==> src/rtl/poly_tone_generator.sv <==
// Multi-channel square-wave tone synthesiser: per-channel period/volume/enable, PCM mix and PWM output.
// Optional volume ramp is built when POLY_TONE_GEN_FADE_EN is defined.
module poly_tone_generator #(
  parameter int NUM_CH   = 4,
  parameter int PERIOD_W = 24,
  parameter int VOL_W    = 3,
  parameter int FADE_DIV = 256,
  localparam int CH_W    = (NUM_CH > 1) ? $clog2(NUM_CH) : 1,
  localparam int MIX_W   = VOL_W + $clog2(NUM_CH)
) (
  input  logic                clk,
  input  logic                rst,
  input  logic                output_enable,
  input  logic                cfg_we,
  input  logic [CH_W-1:0]     cfg_ch,
  input  logic [PERIOD_W-1:0] cfg_period,
  input  logic [VOL_W-1:0]    cfg_vol,
  input  logic                cfg_en,
  output logic [MIX_W-1:0]    mix_out,
  output logic [NUM_CH-1:0]   ch_active,
  output logic                square_wave_out
);

  localparam int HALF_W = PERIOD_W - 1;

  if (NUM_CH < 1 || NUM_CH > 8) begin : g_bad_num_ch
    $error("poly_tone_generator: NUM_CH must be in 1..8");
  end
  if (FADE_DIV < 1 || (FADE_DIV & (FADE_DIV - 1)) != 0) begin : g_bad_fade_div
    $error("poly_tone_generator: FADE_DIV must be a power of two");
  end

  // Only half = period>>1 is ever used, so the period LSB is dropped at the port.
  logic unused_period_lsb;
  assign unused_period_lsb = cfg_period[0];

  logic [VOL_W-1:0] level [NUM_CH];
  logic [MIX_W-1:0] mix_sum;
  logic [MIX_W-1:0] pwm_cnt_reg;

`ifdef POLY_TONE_GEN_FADE_EN
  localparam int FADE_CW = (FADE_DIV > 1) ? $clog2(FADE_DIV) : 1;
  logic [FADE_CW-1:0] fade_cnt_reg;
  logic               fade_strobe;

  always_ff @(posedge clk or posedge rst) begin
    if (rst) begin
      fade_cnt_reg <= '0;
    end else begin
      fade_cnt_reg <= fade_cnt_reg + FADE_CW'(1);
    end
  end
  assign fade_strobe = (FADE_DIV == 1) || (fade_cnt_reg == FADE_CW'(FADE_DIV - 1));
`endif

  genvar gi;
  for (gi = 0; gi < NUM_CH; gi++) begin : g_ch
    logic [HALF_W-1:0] half_reg;
    logic [HALF_W-1:0] cnt_reg;
    logic [VOL_W-1:0]  vol_tgt_reg;
    logic [VOL_W-1:0]  vol_eff_reg;
    logic              en_reg;
    logic              phase_reg;
    logic              hit;
    logic              idle;
    logic [VOL_W-1:0]  vol_goal;

    assign hit      = cfg_we && (cfg_ch == CH_W'(gi));
    assign vol_goal = en_reg ? vol_tgt_reg : '0;
    assign idle     = !en_reg && (vol_eff_reg == '0);

    always_ff @(posedge clk or posedge rst) begin
      if (rst) begin
        half_reg    <= '0;
        cnt_reg     <= '0;
        vol_tgt_reg <= '0;
        vol_eff_reg <= '0;
        en_reg      <= 1'b0;
        phase_reg   <= 1'b0;
      end else begin
        // A write retriggers the channel and overrides any wrap on the same edge.
        if (hit) begin
          half_reg    <= cfg_period[PERIOD_W-1:1];
          vol_tgt_reg <= cfg_vol;
          en_reg      <= cfg_en;
          cnt_reg     <= '0;
          phase_reg   <= 1'b0;
        end else if (!output_enable || half_reg == '0 || idle) begin
          cnt_reg   <= '0;
          phase_reg <= 1'b0;
        end else if (cnt_reg == half_reg - HALF_W'(1)) begin
          cnt_reg   <= '0;
          phase_reg <= ~phase_reg;
        end else begin
          cnt_reg <= cnt_reg + HALF_W'(1);
        end

`ifdef POLY_TONE_GEN_FADE_EN
        if (!output_enable) begin
          vol_eff_reg <= vol_goal;
        end else if (fade_strobe) begin
          if (vol_eff_reg < vol_goal) begin
            vol_eff_reg <= vol_eff_reg + VOL_W'(1);
          end else if (vol_eff_reg > vol_goal) begin
            vol_eff_reg <= vol_eff_reg - VOL_W'(1);
          end
        end
`else
        if (hit) begin
          vol_eff_reg <= cfg_en ? cfg_vol : '0;
        end
`endif
      end
    end

    assign level[gi] = phase_reg ? vol_eff_reg : '0;

`ifdef POLY_TONE_GEN_FADE_EN
    // A fading-out channel stays active until its ramp has reached zero.
    assign ch_active[gi] = (en_reg && half_reg != '0 && vol_eff_reg != '0) || (vol_eff_reg != '0);
`else
    assign ch_active[gi] = en_reg && (half_reg != '0) && (vol_eff_reg != '0);
`endif
  end

  always_comb begin
    mix_sum = '0;
    for (int i = 0; i < NUM_CH; i++) begin
      mix_sum = mix_sum + MIX_W'(level[i]);
    end
  end

  always_ff @(posedge clk or posedge rst) begin
    if (rst) begin
      mix_out         <= '0;
      pwm_cnt_reg     <= '0;
      square_wave_out <= 1'b0;
    end else if (!output_enable) begin
      mix_out         <= '0;
      pwm_cnt_reg     <= '0;
      square_wave_out <= 1'b0;
    end else begin
      mix_out         <= mix_sum;
      pwm_cnt_reg     <= pwm_cnt_reg + MIX_W'(1);
      square_wave_out <= (pwm_cnt_reg < mix_out);
    end
  end

endmodule
==> config.mk <==
export PLATFORM = sky130hd
export DESIGN_NAME = poly_tone_generator
export DESIGN_NICKNAME = d
export VERILOG_FILES = /design/src/rtl/poly_tone_generator.sv
export SDC_FILE = /design/constraint.sdc
export NUM_CORES = 1
export LEC_CHECK = 0
export CAP_MARGIN = 20
export CORE_ASPECT_RATIO = 1.75
export CORE_MARGIN = 5
export CORE_UTILIZATION = 65
export DETAILED_ROUTE_END_ITERATION = 12
export HOLD_SLACK_MARGIN = 0.02
export PLACE_DENSITY = 0.84
export SLEW_MARGIN = 25
export SYNTH_ARGS = -nofsm -noshare
export SYNTH_HDL_FRONTEND = slang
export SYNTH_SLANG_ARGS = --single-unit
==> constraint.sdc <==
create_clock -name clk -period 17.65 [get_ports clk]
set_input_delay 3.53 -clock clk [delete_from_list [all_inputs] [get_ports clk]]
set_output_delay 3.53 -clock clk [all_outputs]
set_load 0.03 [all_outputs]
==> flow_summary.rst <==
.. list-table::
   :header-rows: 1

   * - Metric
     - Value
   * - Setup slack on the worst flop-to-flop path
     - 13.81 ns
   * - Syn Nets
     - between 1k and 1.5k
   * - Critical path peak fanout
     - 9
   * - Number of global-route vias before repair
     - 10.2k
   * - Endpoints failing setup
     - 0
   * - Count of synthesis-stage warnings from yosys
     - 0
   * - Cts bufs inserted
     - 21
   * - Proportion of layout cells with a drive suffix above 1
     - a little over a tenth
   * - Total gr overflow
     - 0
   * - Number of antenna violations at the first check in global routing
     - 0
   * - Total instance count after detailed placement
     - approximately 1.6k
   * - Synthesized instance count
     - approximately 1.4k
   * - Reported leakage power
     - ~0.0058 µW
   * - Data arrival time of the critical path
     - about 3.8 ns
   * - Commonest register cell after synthesis
     - dfrtp_1
   * - Total number of vias
     - approximately 10k
   * - I/O pin cnt
     - 44
   * - Number of register bits inferred by synthesis
     - 215
   * - Register area share after synthesis
     - 41.5%
   * - Horizontal die dimension
     - ~120 µm
   * - First-pass GRT wire length
     - 50.8 mm
   * - Floorplan Core Area
     - about 20000 µm²
   * - TritonCTS clock tree
     - done
   * - Max Clock Freq
     - between 0.1 and 0.15 GHz
   * - Transition time at the pin with the least slew margin
     - roughly 0.83 ns
   * - Die boundary height
     - just under 200 µm
   * - Antenna-violating nets left
     - 0
   * - Portion of total power attributed to the clock network
     - 35.0%
   * - Net count of the finished layout
     - approximately 1.4k
   * - Number of hold violations in the final report
     - 0
   * - Required time at the endpoint of the critical path
     - approximately 14 ns
   * - Via-per-instance ratio
     - between 6 and 7
   * - Average routed wire per standard cell
     - between 15 and 20 µm
   * - Overall Global Routing Usage
     - ~27%
   * - Fraction of the cycle the final worst path needs
     - 41.3%
   * - Number of levels the H-tree was split into
     - 1
   * - Post-synthesis area per instance
     - 9.43 µm²
   * - Detail Placement HPWL
     - 22.0 mm
   * - Worst-case headroom to the max-slew limit
     - between 40% and 50%
   * - Setup TNS after final layout
     - 0 ns
   * - Flop pwr share
     - a little under half
   * - Count of maximum capacitance violations
     - 0
   * - Relative contribution of combinational cells to total power
     - between 10% and 20%
   * - Switching power as a share of total power
     - 30.5%
   * - Post-synth EDFFs
     - 0
   * - Setup repair after global routing missed its margin
     - false
   * - Fin Clk Skew
     - roughly 0.021 ns
   * - Placed instance area
     - 13600 µm²
   * - Cell area after layout
     - ~14000 µm²
   * - Post-synthesis to final-layout area growth
     - 10.2%
   * - 1st-pass router iterations
     - 7
   * - Worst hold margin
     - a little under 0.5 ns
   * - Drt first-iter violations
     - 671
   * - Number of hold-repair buffers added at the cts stage
     - 0
   * - Result of the run
     - finished, final reports clean
   * - Master cell of the clock root buffer
     - clkbuf_16
   * - Number of instances resized during post-cts repair
     - 0
   * - Fillcell total
     - 1441
   * - Max-slew violations
     - 0
   * - Port bufs
     - between 40 and 50
   * - Clock latency on the worst-skew pair
     - approximately 0.52 ns
   * - Kind of end point of the critical path
     - output pin
   * - Post-synthesis cell area
     - 13000 µm²
   * - Post-layout min period
     - about 7.3 ns
   * - Wire length after detailed routing
     - just over 30 mm
   * - Setup repair bufs after CTS
     - 0
   * - Synth unique cells
     - 74
   * - Class of the worst hold path
     - flop to flop
   * - Register clock-pin slew on the reported worst setup and hold paths
     - 0.07 ns
   * - Residual DRC
     - 0
   * - Switching power of the nets
     - just over 400 µW
   * - Critical Path Start Type
     - flop
   * - Cell-internal power
     - about 930 µW
   * - Floorplan row count
     - around 70
   * - Post-layout instance count excluding filler cells
     - 1647
   * - Effective utilization at floorplan
     - about two thirds
   * - Pwr per Cell Area
     - around 94 nW/µm²
   * - Setup Crit Path Kind
     - flop to output pin
   * - Share of flip-flops with an asynchronous set or reset after synthesis
     - 100%
   * - RePlAce Congestion
     - about 0.95
   * - DIE AREA
     - 23000 µm²
   * - Clock buffer depth
     - 3
   * - Max IR drop VDD
     - about 0.0001 V
   * - Pin count of the biggest net entering global routing
     - around 140
   * - Clock sinks
     - 215
==> worst max-delay path: stages (launching register included) <==
cell,delay [ns]
dfrtp_1,0.47
inv_1,0.09
ha_1,0.21
or4b_1,0.61
nor4_1,0.72
nand4b_1,0.16
nor2_1,0.25
nor2_1,0.12
clkdlybuf4s50_1,0.61
==> Yosys cell counts, drive strengths merged, types with 3 or more instances <==
cell	instances	area (µm²)
dfrtp	215	5380
nand2	155	582
nor3	136	701
xor2	103	902
xnor2	90	788
mux2	76	856
nor2	69	259
nand3	57	285
clkbuf	51	193
o21ai	40	200
inv	37	139
nor4	37	246
nand4	23	144
and3	22	138
or3	19	121
ha	17	213
or4	16	125
and2	15	93.8
a21oi	14	70.1
nor2b	14	87.6
buf	13	71.3
nand2b	11	68.8
nor3b	9	67.6
o31ai	9	67.6
and4	7	61.3
nand3b	7	52.6
a2111oi	6	52.6
fa	6	120
nor4b	6	58.8
o211ai	6	45.0
o21a	6	45.0
o22ai	6	37.5
a211oi	5	42.5
a21boi	5	37.5
a31oi	5	31.3
mux2i	5	50.1
nand4b	5	43.8
o31a	5	43.8
or2	5	31.3
or4b	5	50.1
o2111ai	4	35.0
a211o	3	26.3
==> worst paths after layout <==
check	from	end	cells after the start
worst max-delay path	g_ch[1].half_reg[0]$_DFFE_PP0P_	ch_active[1]	8
worst min-delay path	pwm_cnt_reg[0]$_DFF_PP0_	pwm_cnt_reg[0]$_DFF_PP0_	1
worst max register to register	g_ch[1].half_reg[0]$_DFFE_PP0P_	g_ch[1].cnt_reg[10]$_DFF_PP0_	10
worst min register to register	pwm_cnt_reg[0]$_DFF_PP0_	pwm_cnt_reg[0]$_DFF_PP0_	1
max in group asynchronous	rst	g_ch[3].half_reg[0]$_DFFE_PP0P_	3
min in group asynchronous	rst	g_ch[1].cnt_reg[21]$_DFF_PP0_	2
==> cell type report <==
cell class	instances	area (µm²)	share of cell area [%]
Antenna cell	1	2.50	0.0175
Clock buffer	24	567	3.96
Clock inverter	13	156	1.09
Inverter	37	151	1.06
Multi-Input combinational cell	1061	7250	50.7
Sequential cell	215	5380	37.6
Tap cell	245	307	2.14
Timing Repair Buffer	51	492	3.44
==> cell families after synthesis <==
logic type	share of synthesized area, %
buf+inv	3.10
xor+xnor	13.2
simple gates	25.2
flops	41.5
compound gates	7.32
fa+ha+maj	2.56
mux	7.15
==> routing by layer <==
metal  global-route usage (%)  up-vias  share of wire [%]
met3                     2.61      100                3.8
met2                     44.8      274                 50
met5                        0        -                  0
met4                     17.8        0                6.9
met1                     34.4     5056                 39
li1                         -     4930                  -
==> cell usage in the layout (no fill, tap or decap), types with 9 or more instances in the layout <==
master / instances
clkbuf_16: 21
nor2_1: 69
dfrtp_1: 215
inv_1: 36
xor2_1: 103
a21oi_1: 14
or4_1: 14
and2_1: 15
clkdlybuf4s50_1: 42
ha_1: 17
nand2_1: 155
nand2b_1: 11
o21ai_0: 40
nor3_1: 131
mux2_2: 76
xnor2_1: 90
o31ai_1: 9
nor2b_1: 14
and3_1: 22
nand3_1: 57
nand4_1: 23
or3_1: 17
nor4_1: 36
==> stage by stage <==
step / setup slack (ns) / power, µW / utilization, %
after floorplan: 8.24 / 801 / -
after global placement: 11.01 / 863 / 68.6
after detailed placement: 10.90 / 876 / 68.7
after CTS: 10.32 / 1350 / 72.4
after global routing: 10.20 / 1410 / 72.5
final: 10.36 / 1350 / 72.5
==> power by group through the flow <==
stage          clock network (µW)  registers, µW  logic (µW)
4_1_cts                       482            610         261
6_report                      471            612         262
5_1_grt                       497            621         289
2_1_floorplan                   0            592         210
3_5_place_dp                    0            618         258
3_3_place_gp                    0            614         249
Power figures use the tool's default switching activity.
